### src/rtl/fft_control_param.sv
// Address and sequence controller for an in-place radix-4 FFT over four
// memory banks with a ping-pong memory set (A/B). Transform size is
// 2^N_LOG2 points; an odd N_LOG2 finishes with a radix-2 stage.
//
// state    | meaning
// ---------+--------------------------------------------------------------
// ST_IDLE  | ready, waiting for iSTART; controller does not own memories
// ST_RUN   | issuing one butterfly read per cycle, b = 0..NB-1
// ST_FLUSH | LAT-cycle drain so the stage's writes land before next reads
module fft_control_param #(
   parameter int N_LOG2 = 11,
   parameter int LAT    = 3,
   parameter int ST_W   = 3
) (
   input  logic              iCLK,
   input  logic              iRESET,
   input  logic              iSTART,
   input  logic              iABORT,
   output logic [1:0]        oBANK_RD_ROT,
   output logic [1:0]        oBANK_WR_ROT,
   output logic [N_LOG2-3:0] oADDR_RD_0,
   output logic [N_LOG2-3:0] oADDR_RD_1,
   output logic [N_LOG2-3:0] oADDR_RD_2,
   output logic [N_LOG2-3:0] oADDR_RD_3,
   output logic [N_LOG2-3:0] oADDR_WR,
   output logic [N_LOG2-3:0] oADDR_COEF,
   output logic              oRD_VAL,
   output logic              oWE_A,
   output logic              oWE_B,
   output logic              oSOURCE_DATA,
   output logic              oSOURCE_CONT,
   output logic              oBUT_TYPE,
   output logic [ST_W-1:0]   oSTAGE,
   output logic              oRDY,
   output logic              oDONE
);

   localparam int A_W   = N_LOG2 - 2;
   localparam int S     = (N_LOG2 + 1) / 2;
   localparam int ND    = (A_W + 1) / 2;
   localparam int CNT_W = (LAT > 1) ? $clog2(LAT) : 1;

   localparam logic [A_W-1:0]   LAST_B     = '1;
   localparam logic [ST_W-1:0]  LAST_S     = ST_W'(S - 1);
   localparam logic             ODD_N      = ((N_LOG2 % 2) == 1);
   localparam logic [CNT_W-1:0] FLUSH_LOAD = CNT_W'(LAT - 1);

   typedef enum logic [1:0] {
      ST_IDLE,
      ST_RUN,
      ST_FLUSH
   } state_t;

   state_t           state_q, state_nxt;
   logic [A_W-1:0]   b_q, b_nxt;
   logic [ST_W-1:0]  s_q, s_nxt;
   logic [CNT_W-1:0] cnt_q, cnt_nxt;
   logic             done_nxt;
   logic             run_nxt;
   logic [1:0]       rot_nxt;

   logic             dl_v   [LAT];
   logic [A_W-1:0]   dl_b   [LAT];
   logic [1:0]       dl_rot [LAT];
   logic             dl_s0  [LAT];

   // Bank rotation: base-4 digit sum of the butterfly index, modulo 4.
   function automatic logic [1:0] digit_sum(input logic [A_W-1:0] v);
      logic [2*ND-1:0] ext;
      logic [1:0]      acc;
      ext = (2*ND)'(v);
      acc = 2'd0;
      for (int i = 0; i < ND; i++) begin
         acc = acc + ext[2*i +: 2];
      end
      return acc;
   endfunction

   // Next-state, butterfly/stage counters and the flush down-counter.
   always_comb begin
      state_nxt = state_q;
      b_nxt     = b_q;
      s_nxt     = s_q;
      cnt_nxt   = cnt_q;
      done_nxt  = 1'b0;
      case (state_q)
         ST_IDLE: begin
            if (iSTART) begin
               state_nxt = ST_RUN;
               b_nxt     = '0;
               s_nxt     = '0;
            end
         end
         ST_RUN: begin
            if (b_q == LAST_B) begin
               state_nxt = ST_FLUSH;
               cnt_nxt   = FLUSH_LOAD;
            end else begin
               b_nxt = b_q + 1'b1;
            end
         end
         ST_FLUSH: begin
            if (cnt_q == '0) begin
               if (s_q == LAST_S) begin
                  state_nxt = ST_IDLE;
                  done_nxt  = 1'b1;
               end else begin
                  state_nxt = ST_RUN;
                  s_nxt     = s_q + 1'b1;
                  b_nxt     = '0;
               end
            end else begin
               cnt_nxt = cnt_q - 1'b1;
            end
         end
         default: state_nxt = ST_IDLE;
      endcase
      // Abort wins over everything, including a start in IDLE.
      if (iABORT) begin
         state_nxt = ST_IDLE;
         done_nxt  = 1'b0;
      end
      run_nxt = (state_nxt == ST_RUN);
      rot_nxt = digit_sum(b_nxt);
   end

   // FSM state and counter registers.
   always_ff @(posedge iCLK) begin
      if (iRESET) begin
         state_q <= ST_IDLE;
         b_q     <= '0;
         s_q     <= '0;
         cnt_q   <= '0;
      end else begin
         state_q <= state_nxt;
         b_q     <= b_nxt;
         s_q     <= s_nxt;
         cnt_q   <= cnt_nxt;
      end
   end

   // Read-side and status outputs, registered from the next-state values
   // so they line up with the cycle the FSM is in.
   always_ff @(posedge iCLK) begin
      if (iRESET) begin
         oRD_VAL      <= 1'b0;
         oRDY         <= 1'b1;
         oSOURCE_CONT <= 1'b0;
         oDONE        <= 1'b0;
         oBUT_TYPE    <= 1'b0;
         oADDR_RD_0   <= '0;
         oADDR_RD_1   <= '0;
         oADDR_RD_2   <= '0;
         oADDR_RD_3   <= '0;
         oADDR_COEF   <= '0;
         oBANK_RD_ROT <= '0;
         oSOURCE_DATA <= 1'b0;
         oSTAGE       <= '0;
      end else begin
         oRD_VAL      <= run_nxt;
         oRDY         <= (state_nxt == ST_IDLE);
         oSOURCE_CONT <= (state_nxt != ST_IDLE);
         oDONE        <= done_nxt;
         oBUT_TYPE    <= run_nxt & (s_nxt == LAST_S) & ODD_N;
         if (run_nxt) begin
            oADDR_RD_0   <= b_nxt;
            oADDR_RD_1   <= b_nxt;
            oADDR_RD_2   <= b_nxt;
            oADDR_RD_3   <= b_nxt;
            oADDR_COEF   <= b_nxt << {s_nxt, 1'b0};
            oBANK_RD_ROT <= rot_nxt;
            oSOURCE_DATA <= s_nxt[0];
            oSTAGE       <= s_nxt;
         end
      end
   end

   // Write delay line; entry 0 mirrors the read registers, so the last
   // entry feeding the write registers yields exactly LAT cycles of delay.
   always_ff @(posedge iCLK) begin
      if (iRESET || iABORT) begin
         for (int k = 0; k < LAT; k++) begin
            dl_v[k]   <= 1'b0;
            dl_b[k]   <= '0;
            dl_rot[k] <= '0;
            dl_s0[k]  <= 1'b0;
         end
      end else begin
         dl_v[0]   <= run_nxt;
         dl_b[0]   <= b_nxt;
         dl_rot[0] <= rot_nxt;
         dl_s0[0]  <= s_nxt[0];
         for (int k = 1; k < LAT; k++) begin
            dl_v[k]   <= dl_v[k-1];
            dl_b[k]   <= dl_b[k-1];
            dl_rot[k] <= dl_rot[k-1];
            dl_s0[k]  <= dl_s0[k-1];
         end
      end
   end

   // Write outputs; the write always targets the set not being read.
   always_ff @(posedge iCLK) begin
      if (iRESET) begin
         oWE_A        <= 1'b0;
         oWE_B        <= 1'b0;
         oADDR_WR     <= '0;
         oBANK_WR_ROT <= '0;
      end else if (iABORT) begin
         oWE_A <= 1'b0;
         oWE_B <= 1'b0;
      end else begin
         oWE_A <= dl_v[LAT-1] & dl_s0[LAT-1];
         oWE_B <= dl_v[LAT-1] & ~dl_s0[LAT-1];
         if (dl_v[LAT-1]) begin
            oADDR_WR     <= dl_b[LAT-1];
            oBANK_WR_ROT <= dl_rot[LAT-1];
         end
      end
   end

endmodule

### config.mk
export PLATFORM = sky130hd
export DESIGN_NAME = fft_control_param
export DESIGN_NICKNAME = d
export VERILOG_FILES = /design/src/rtl/fft_control_param.sv
export SDC_FILE = /design/constraint.sdc
export NUM_CORES = 1
export LEC_CHECK = 0
export CAP_MARGIN = 0
export CORE_MARGIN = 2
export CORE_UTILIZATION = 35
export CTS_BUF_LIST = sky130_fd_sc_hd__clkbuf_4 sky130_fd_sc_hd__clkbuf_8
export DETAILED_ROUTE_END_ITERATION = 7
export PLACE_DENSITY = 0.57
export SYNTH_ARGS = -nofsm -noshare
export SYNTH_HDL_FRONTEND = slang
export SYNTH_SLANG_ARGS = --single-unit
### constraint.sdc
create_clock -name iCLK -period 8.9 [get_ports iCLK]
set_input_delay 0.89 -clock iCLK [delete_from_list [all_inputs] [get_ports iCLK]]
set_output_delay 0.89 -clock iCLK [all_outputs]
set_load 0.01 [all_outputs]
# Word level (Yosys, flattened, before mapping)
# Memory sizes are Yosys's and may differ from the RTL's. A register that Yosys moved wholly into a read port is not among the register bits.
# Cells that the tools add are included.
dict set report totals {
  reg_bits 47
  ramBits 39
  input_bits 4
  output_inout_bits 69
  memories 4
}
# memory depth word_bits rd rd_ports_with_merged_regs write_ports line_no
set memory_table {}
lappend memory_table {dl_b 3 9 3 1 3 63} ;# logic [A_W-1:0] dl_b [LAT];
lappend memory_table {dl_rot 3 2 3 1 3 64} ;# logic [1:0] dl_rot [LAT];
lappend memory_table {dl_s0 3 1 3 0 3 65} ;# logic dl_s0 [LAT];
lappend memory_table {dl_v 3 1 3 0 3 62} ;# logic dl_v [LAT];
dict set report classes {
  n_addsub 7
  n_eq_ne 8
  n_shift 1
  muxes 34
  n_bitwise 19
  n_reduce_logical 10
}
# op n
set op_table {}
lappend op_table {{$mux 9} 7}
lappend op_table {{$pmux 9 s3} 1}
lappend op_table {{$mux 2} 9}
lappend op_table {{$or 1x1->1} 12}
lappend op_table {{$mux 1} 11}
lappend op_table {{$add 9x1->9 const B} 1}
lappend op_table {{$eq 9x9->1 const B} 1}
lappend op_table {{$mux 3} 3}
lappend op_table {{$shl 9x4->9} 1}
lappend op_table {{$add 2x2->2} 3}
lappend op_table {{$eq 3x3->1 const B} 2}
lappend op_table {{$logic_not 2->1} 3}
lappend op_table {{$pmux 2 s3} 1}
lappend op_table {{$pmux 3 s2} 1}
lappend op_table {{$eq 2x1->1 const B} 2}
lappend op_table {{$ne 2x2->1 const B} 2}
lappend op_table {{$not 1->1} 4}
lappend op_table {{$pmux 2 s2} 1}
lappend op_table {{$reduce_bool 2->1} 2}
lappend op_table {{$reduce_or 4->1} 1}
lappend op_table {{$add 3x1->3 const B} 1}
lappend op_table {{$and 1x1->1} 3}
lappend op_table {{$reduce_and 3->1} 1}
lappend op_table {{$add 2x1->2} 1}
lappend op_table {{other kinds (5)} 5}

# Logic depth before layout (Yosys ltp)
dict set report depth {
  ltp_word 9
  mapped_depth 16
}

# Worst setup path before layout
# No wires, ideal clock.
dict set report synth_timing {
  kind {input -> register}
  start {input iSTART}
  end {memory dl_rot[0][1]}
  setup_time_ns 0.078
  arrival_ns 3.434
  required_ns 8.822
  setup_slack_ns 5.388
  path_stages 14
  path_buffers 1
  path_cell_list {o21bai_1 > o21a_1 > buf_6 > o21ai_0 > nand2_1 > inv_1 > fa_1 > inv_1 > fa_1 > xnor2_1 > a31oi_1 > nor4_1 > nor3_1 > nor3_1}
}
# item line_no
set synth_lines {}
lappend synth_lines {{from (decl)} 17} ;# input logic iSTART,
lappend synth_lines {{to (decl)} 64}

# Worst setup path in the final report
dict set report layout_timing {
  start {input iSTART}
  end {register oBANK_RD_ROT[1]}
}
dict set report layout_between {
  elab_chain_len 6
  word_cells_on_any_way 10
  classes_between {add/sub: 4; eq/ne: 1; mux: 5}
}
# item line_no
set layout_rtl {}
lappend layout_rtl {{$mux 9} 88} ;# if (iSTART) begin
lappend layout_rtl {{$pmux 9 s3} 86} ;# case (state_q)
lappend layout_rtl {{$add 2x2->2 (3 in a row)} 74} ;# acc = acc + ext[2*i +: 2];
lappend layout_rtl {{$add 2x1->2} 74}
lappend layout_rtl {{to (signal assigned)} 171} ;# oBANK_RD_ROT <= rot_nxt;
lappend layout_rtl {{to (decl)} 19} ;# output logic [1:0] oBANK_RD_ROT,
# Parallel ways exist; a longest one is shown, timed or not.
# A chain may end at the register's enable or synchronous reset.

==> results by group <==
Final layout
  • Layout area overhead: 19.8%
  • Most common cell after layout, fill and taps aside: dfxtp_1
  • N_diodes: 0
  • Most used cells in the layout excluding fill and tap cells: dfxtp_1 (96), clkdlybuf4s50_1 (72), nor2_1 (49), nand2_1 (43), and2_1 (32)
  • Share of cells above drive strength 1: 6.75%
  • Number of nets in the layout: roughly 500

Hold path
  • Worst hold-check path type: flip-flop to flip-flop
  • Hold Crit Start: dl_s0[0][2]
  • Hold path endpoint: oWE_B
  • Worst hold stages: 1

Timing
  • Final Setup Violations: 0
  • Fin. max-slew vios: 0
  • RSZ-0062 raised after global routing: no
  • FMAX: ~230 MHz
  • Slew HR: between 20% and 30%
  • Post-route clock period utilization: between 40% and 50%
  • Fin crit period: about 4.3 ns
  • Hold violation count in the final report: 0
  • Final setup TNS: 0 ns
  • Worst-Margin Slew: 1.14 ns
  • Clock skew: 0.0103 ns

Setup path
  • Startpoint Class: input pin
  • CP required: 9.13 ns
  • CP Capture Type: flip-flop
  • Largest fanout on the critical path: 9
  • Critical R2R Launch: state_q[0]
  • WP data arrival: between 4 and 5 ns
  • Reg2reg setup slack: 4.86 ns
  • R2R cell count: 13
  • Worst reg2reg path endpoint: oBANK_RD_ROT[1]
  • Critical path class: input pin to flip-flop

Yosys
  • Avg Cell Area, Syn: 9.02 µm²
  • Synth Flop Type: dfxtp_1
  • Asr flop ratio synth: 0%
  • Post-synthesis net count: 460
  • Post-synthesis cell count: 450
  • Yosys warnings: 0
  • Mapped cell area: between 4000 and 5000 µm²
  • Sequential fraction of the synthesis area: 47.3%
  • Post-synth EDFFs: 0
  • Yosys cell types: 69
  • Synth Register Bits: 96

Clock network
  • Resized Gates After CTS: 0
  • Root Buffer: clkbuf_8
  • Post-CTS setup buffer count: 0
  • Clk buf depth: 2
  • CTS Hold Buffers Added: 0
  • Reg clk slew, reported paths: about 0.080 ns
  • Worst skew pair latency: approximately 0.35 ns
  • # clock sinks: 96
  • H-Tree Depth: 3
  • CTS tree: built
  • Number of buffers created by CTS: 9

Placed design
  • Placer Congestion: between 0.8 and 0.9
  • HPWL Detailed: slightly below 7 mm
  • Input/output buffers: 72

GRT
  • Vias in the first global route: around 3100
  • All-layer global routing usage: 16.2%
  • Pin count of the biggest net entering global routing: ~50
  • Most used routing layer: met2
  • Initial antenna violation count: 0
  • GR Util met2: a little over a quarter
  • Routing usage on met3: 3.59%
  • GRT met1 Usage: 20.3%
  • First-pass GRT wire length: 16.1 mm
  • Gr ovfl total: 0

Drt
  • Antenna Nets Post-Route: 0
  • DRC Markers: 0
  • Via density: 5.13
  • First-pass detailed-route iteration total: 4
  • First DRT Iteration DRCs: 163
  • Via count: roughly 3200
  • WL/cell: 15.8 µm
  • Total wire length: 9.99 mm

Power
  • VDD IR-drop max: between 0.06 and 0.07 mV
  • Leak pwr: about 1.7 nW
  • Total power: 766 µW
  • PwrDens: 157 nW/µm²

Die
  • Initial Util: around 36%
  • IO Count: 73
  • CORE AREA: 11400 µm²
  • DIE WIDTH: around 110 µm
  • Die height: 112 µm
  • Site Rows: 39
  • Die area: 12500 µm²

Flow run
  • MaxCap Viol Count: 0

Outcome
  • Status: complete, no violations
[worst max-delay path, cell delays in order]
cell and delay (ns):
clkdlybuf4s50_1 0.51, o21bai_1 0.26, o21a_1 0.42, o21ai_0 0.26, nand2_1 0.14, inv_1 0.11, fa_1 0.51, inv_1 0.05
fa_1 0.45, xor2_1 0.18, nor4_1 0.30, nor4_1 0.12, o211ai_1 0.20, nand3_1 0.09
[kinds of logic after synthesis]
group	count (synthesis)	synth area share, %
xor gates and xnor gates	4	0.863
and+or+nand+nor	179	22.4
DFF	96	47.3
buffers and inverters	64	8.81
muxes	6	1.54
adders and majority gates	6	2.22
AOI/OAI and AO/OA	95	16.8
[layer usage]
layer / up-vias / share of wire [%]
li1: 1602 / -
met1: 1533 / 44
met2: 96 / 48
met3: 14 / 5.6
met4: 0 / 2.2
met5: - / 0
[final cells by class]
cell class	count	area (µm²)
Multi-Input combinational cell	290	1780
Sequential cell	96	1920
Tap cell	143	179
Fill cell	1127	6500
Clock buffer	11	145
Clock inverter	3	43.8
Inverter	14	52.6
Timing Repair Buffer	75	743
[registers in the layout, indices dropped and copies added (netlist names), 2 cells and up]
signal and flops:
oBANK_WR_ROT 2, dl_v 3, b_q 9, oSTAGE 3, dl_s0 3, oADDR_RD_3 9, dl_rot 6, s_q 3
oADDR_WR 9, oBANK_RD_ROT 2, dl_b 27, cnt_q 2, oADDR_COEF 9, state_q 2
[worst max-delay path by stage]
stage                 endpoint    from  cells past startpoint
5_1_grt        oBANK_RD_ROT[1]  iSTART                     14
4_1_cts           dl_rot[0][1]  iSTART                     14
3_5_place_dp      dl_rot[0][1]  iSTART                     14
6_report       oBANK_RD_ROT[1]  iSTART                     14
3_3_place_gp      dl_rot[0][1]  iSTART                     14
2_1_floorplan     dl_rot[0][1]  iSTART                     14
[synthesized netlist by cell type, types with 3 or more instances]
cell,instances,area share [%]
nand2_1,43,4.0
and2_1,32,4.9
nor3_1,11,1.4
nor4_1,5,0.77
a211oi_1,9,1.7
o21ai_1,5,0.62
a31oi_1,4,0.62
clkbuf_1,15,1.4
dfxtp_1,96,47
mux2i_1,4,0.99
a22oi_1,4,0.74
o21ai_0,10,1.2
nor2_1,49,4.5
buf_2,4,0.49
nand2b_1,4,0.62
o31ai_1,3,0.55
ha_1,4,1.2
nand3_1,7,0.86
a21oi_1,24,3.0
nor2b_1,4,0.62
inv_1,13,1.2
nand4_1,6,0.92
a221oi_1,3,0.65
and3_1,3,0.46
buf_4,28,5.2
[power by group]
group | switching (mW) | internal (mW)
Sequential | 0.00441 | 0.433
Clock | 0.142 | 0.138
Combinational | 0.0276 | 0.0208
[per-stage QoR]
stage	instances	worst slack (ns)	instance area (µm²)	hold WS, ns	utilization, %
6_report	632	4.64	4870	0.417	42.8
5_1_grt	632	4.32	4870	0.438	42.8
4_1_cts	632	4.68	4870	0.422	42.8
3_5_place_dp	618	4.30	4680	0.410	41.1
3_3_place_gp	618	4.46	4680	0.402	41.1
2_1_floorplan	450	5.39	4060	0.390	-
Note: power is estimated with default switching activity, not from simulation.
==> patch 1 (same flow settings) <==
Make the reset (`iRESET`) asynchronous in 3 clocked blocks.
--- a/src/rtl/fft_control_param.sv
+++ b/src/rtl/fft_control_param.sv
@@ -125,7 +125,7 @@
    end
 
    // FSM state and counter registers.
-   always_ff @(posedge iCLK) begin
+   always_ff @(posedge iCLK or posedge iRESET) begin
       if (iRESET) begin
          state_q <= ST_IDLE;
          b_q     <= '0;
@@ -141,7 +141,7 @@
 
    // Read-side and status outputs, registered from the next-state values
    // so they line up with the cycle the FSM is in.
-   always_ff @(posedge iCLK) begin
+   always_ff @(posedge iCLK or posedge iRESET) begin
       if (iRESET) begin
          oRD_VAL      <= 1'b0;
          oRDY         <= 1'b1;
@@ -200,7 +200,7 @@
    end
 
    // Write outputs; the write always targets the set not being read.
-   always_ff @(posedge iCLK) begin
+   always_ff @(posedge iCLK or posedge iRESET) begin
       if (iRESET) begin
          oWE_A        <= 1'b0;
          oWE_B        <= 1'b0;
Formal check against the unedited RTL: differs if iRESET is asserted again (counterexample within 4 cycles, from zero or initial values and one cycle with iRESET high); with iRESET held inactive, the same outputs for 10 cycles.
==> patch 1 against the unedited design <==
- cell area decreased by 0.26%
- die area is 1.2% lower
- sequential cell count stayed put
- largest cell class unchanged
- worst setup slack improved by 0.66 ns
- routed wire length is 18% lower
- non-clock buffer count unchanged
- global-route usage down 2.0 points
- area after synthesis fell by 1.2%
- critical path type unchanged
- clock skew is 0.0017 ns higher
- first-iteration DRC count is 31% lower
Power is not compared: it rests on default switching activity, and its combinational part moved more than twofold at a synthesized area within 25%.
==> patch 1: results <==
set metrics [dict create \
    routabilityCongestion 0.824 \
    synth_area_leaders "dfrtp_1 35%, dfxtp_1 19%, buf_4 5.2%, and2_1 5.1%, nand2_1 3.9%" \
    drive_above_1_share_pct 13.0 \
    clk-insertion-delay-late_ns 0.36 \
    post_synth_num_cell_types 58 \
    fin_skew_ns 0.0120 \
    cts_sinks 96 \
    grtUsageTotal_pct 14.2 \
    regMostFlops "dl_b" \
    cp_max_fo 5 \
    nMultiInputCombCells 218 \
    hp-class "flip-flop to flip-flop" \
    clk-power_uw 285 \
    postPlaceCellArea_sq_mm 0.00465 \
    fillers 1085 \
    routed_wirelength_um 8170 \
    buffers 75 \
    clock_area_share_pct 4.23 \
    tightest_slew_ns 1.02 \
    met1Wirelength_um 3770 \
    placedCellCount 551 \
    drtPass1Iterations 4 \
    grt_pass1_wl_um 13900 \
    place_hpwl_um 5620 \
    buffer_area_share_pct 15.3 \
    path_clk_slew_ns 0.11 \
    num-nonclk-inverters 19 \
    wl_met3_um 332 \
    grtUsageMet3_pct 3.23 \
    status "complete, no violations" \
    met2_usage_pct 23.5 \
    wl_met2_um 3940 \
    async_flop_share_pct 59.4 \
    core_sq_mm 0.0113 \
    synth_commonest_cells "56 x dfrtp_1, 42 x nand2_1, 39 x dfxtp_1, 33 x and2_1, 28 x buf_4" \
    drt_iter0_drc 113 \
    pre_cts_ws_ns 4.91 \
    grt_max_degree 45 \
    critPathSlowestCell "fa_1" \
    highest_layer "met4" \
    sh_seq_area_pct 45.5 \
    final_cells 567 \
    synth_seq_area_share_pct 55.1 \
    intPower_uw 631 \
    gr-usage-met1_pct 18.6 \
    final_design_area_no_fill_sq_mm 0.00485 \
    fin_nets 429 \
    cts_setup_buffers 0 \
    synthesis.nets 386 \
    yosys_warnings 0 \
    multiInputGateArea_sq_mm 0.00145 \
    via_count 2687 \
    maxCapViolCount 0 \
    cp.arrival_ns 3.85 \
    synth.avg_cell_area_sq_um 10.7 \
    clkbuf_count 9 \
]
patch 1: cell count changes after synthesis, moves of 5 or more:
cell	delta
a21oi_1	-17
mux2_2	+10
nor2_1	-24
nor3_1	-6
dfrtp_1	+56
a22o_1	+5
dfxtp_1	-57
clkbuf_1	-5
a211oi_1	-8
patch 1: kinds of logic (layout without fill, tap and decap cells):
| group | count (synthesis) | count (layout) | share of synthesized area [%] |
|---|---|---|---|
| AO/OA/AOI/OAI | 55 | 55 | 10.5 |
| XOR/XNOR | 5 | 5 | 1.28 |
| adder cells (fa/ha/maj) | 6 | 6 | 2.25 |
| buffers and inverters | 62 | 110 | 8.86 |
| flip-flops | 96 | 96 | 55.1 |
| multiplexers | 15 | 15 | 4.21 |
| AND/OR/NAND/NOR | 137 | 137 | 17.8 |
patch 1: path summary, 6_finish.rpt:
path | to | depth (start not counted) | slack [ns] | start
max | oBANK_RD_ROT[1]$_DFFE_PP0P_ | 13 | 5.30 | iSTART
min | oWE_B$_DFF_PP0_ | 1 | 0.41 | dl_s0[0][2]$_SDFF_PP0_
max reg2reg | oBANK_RD_ROT[1]$_DFFE_PP0P_ | 13 | 5.43 | cnt_q[0]$_DFFE_PP0P_
min reg2reg | oWE_B$_DFF_PP0_ | 1 | 0.41 | dl_s0[0][2]$_SDFF_PP0_
max in group asynchronous | state_q[0]$_DFF_PP0_ | 3 | 7.20 | iRESET
min in group asynchronous | oADDR_WR[8]$_DFFE_PP0P_ | 2 | 0.83 | iRESET
patch 1: critical path: cells and delay by family:
kind / cells / cell delay [ns]
adder cells (fa/ha/maj): 2 / 0.91
buffers and inverters: 2 / 0.52
AO/OA/AOI/OAI: 4 / 0.66
XOR/XNOR: 4 / 0.68
AND/OR/NAND/NOR: 1 / 0.19
==> patch 2 (config.mk and constraints unchanged) <==
Made on the original files. The parameter `LAT` goes from 3 to 6.
--- a/src/rtl/fft_control_param.sv
+++ b/src/rtl/fft_control_param.sv
@@ -9,7 +9,7 @@
 // ST_FLUSH | LAT-cycle drain so the stage's writes land before next reads
 module fft_control_param #(
    parameter int N_LOG2 = 11,
-   parameter int LAT    = 3,
+   parameter int LAT    = 6,
    parameter int ST_W   = 3
 ) (
    input  logic              iCLK,
Formal check against the unedited RTL: not equivalent (a bounded check fails within 10 cycles, from zero or initial values and one cycle with iRESET high).
==> patch 2 against the unedited design <==
- critical endpoint unchanged
- routed wire length shrank 6.9%
- power grew 56%
- worst setup slack gained 0.25 ns
- cell area grew 24%
- die area grew 21%
- area after synthesis grew 22%
- sequential cell count grew 40
- register-to-register slack gained 0.19 ns
==> patch 2: results <==
set metrics [dict create \
    highest_layer "met4" \
    vdd_ir_drop_max_mv 0.0877 \
    gr-usage-met1_pct 14.8 \
    synth_seq_area_share_pct 54.8 \
    fin_nets 564 \
    drtPass1Iterations 5 \
    r2r_slack_ns 5.05 \
    synth.avg_cell_area_sq_um 9.70 \
    grt_pass1_wl_um 14900 \
    fin_skew_ns 0.00944 \
    drt_iter0_drc 163 \
    power_leakage_uw 0.00231 \
    cts_inserted_buffers 17 \
    grt_max_degree 60 \
    worst_slew_margin_rel_pct 29.8 \
    synth_commonest_cells "136 x dfxtp_1, 70 x and2_1, 63 x nor2_1, 45 x nand2_1, 28 x buf_4" \
    synth_area_leaders "dfxtp_1 55%, and2_1 8.8%, nor2_1 4.8%, buf_4 4.2%, nand2_1 3.4%" \
    postCtsResizedCells 0 \
    yosys_warnings 0 \
    h-tree-depth 4 \
    path_clk_slew_ns 0.08 \
    synth_flop_cell "dfxtp_1" \
    routed_wirelength_um 9310 \
    worstReg2RegStart "cnt_q[0]$_SDFFE_PP0P_" \
    setup-violations-final 0 \
    wl_met3_um 452 \
    clk-insertion-delay-late_ns 0.43 \
    met2_usage_pct 20.7 \
    drive_above_1_share_pct 9.01 \
    met1Wirelength_um 4190 \
    grt_pass1_vias 3104 \
    via_count 3360 \
    routabilityCongestion 0.823 \
    grtUsageTotal_pct 12.8 \
    cp_max_fo 11 \
    synthesis.nets 523 \
    diodes 0 \
    cp.arrival_ns 4.37 \
    post_synth_num_cell_types 58 \
    status "complete, no violations" \
    via_per_inst 4.50 \
    placedCellCount 714 \
    antenna_found_initial 0 \
    hp-start "dl_s0[0][5]$_SDFF_PP0_" \
    wl_met2_um 4520 \
    grtUsageMet3_pct 5.26 \
    postPlaceCellArea_sq_mm 0.00561 \
    crit_end "oBANK_RD_ROT[1]$_SDFFE_PP0P_" \
    place_hpwl_um 6230 \
    cts_setup_buffers 0 \
    hp-class "flip-flop to flip-flop" \
]
-- patch 2: changes by cell type in the layout (fill, tap and decap cells not counted), moves of 4 or more --
cell / delta
nor4_1: -4
inv_6: +4
clkbuf_8: +8
nand3_1: -4
nor2_1: +13
and2_1: +38
dfxtp_1: +40
-- patch 2: power by group --
part	switching, uW	internal (uW)	leakage (uW)
Clock	240	295	0.000216
Combinational	26.8	18.3	0.000993
Sequential	3.31	612	0.00110
-- patch 2: logic make-up (layout without fill, tap and decap cells) --
logic type | count (synthesis) | count (layout) | share of synthesized area, %
simple gates | 216 | 216 | 22.2
flops | 136 | 136 | 54.8
compound gates | 71 | 71 | 9.93
buf+inv | 67 | 121 | 7.61
mux | 8 | 8 | 1.69
fa+ha+maj | 7 | 7 | 1.92
xor+xnor | 7 | 7 | 1.81
-- patch 2: final cells by class --
| type | count | area, sq um |
|---|---|---|
| fillers | 1343 | 7850 |
| flip-flops and latches | 136 | 2720 |
| multi-input cells | 309 | 1870 |
| repair buffers | 76 | 746 |
| clock buffers | 20 | 263 |
| well taps | 180 | 225 |
| clock inverters | 12 | 164 |
| inverters | 13 | 48.8 |
-- patch 2: stage by stage --
| step | hold WS, ns | power (uW) | worst slack [ns] |
|---|---|---|---|
| after floorplan | 0.389 | 660 | 5.44 |
| after global placement | 0.392 | 675 | 4.50 |
| after detailed placement | 0.400 | 675 | 4.44 |
| after CTS | 0.411 | 1210 | 4.89 |
| after global routing | 0.434 | 1250 | 4.67 |
| final | 0.409 | 1200 | 4.89 |
-- patch 2: critical path, cell delays in order --
cell	delay, ns
clkdlybuf4s50_1	0.43
nor2b_1	0.15
o32ai_2	0.78
a221oi_2	0.32
xnor2_1	0.20
ha_1	0.30
inv_1	0.04
fa_1	0.40
xor2_2	0.20
xnor2_2	0.17
xnor3_1	0.36
o21ai_1	0.12
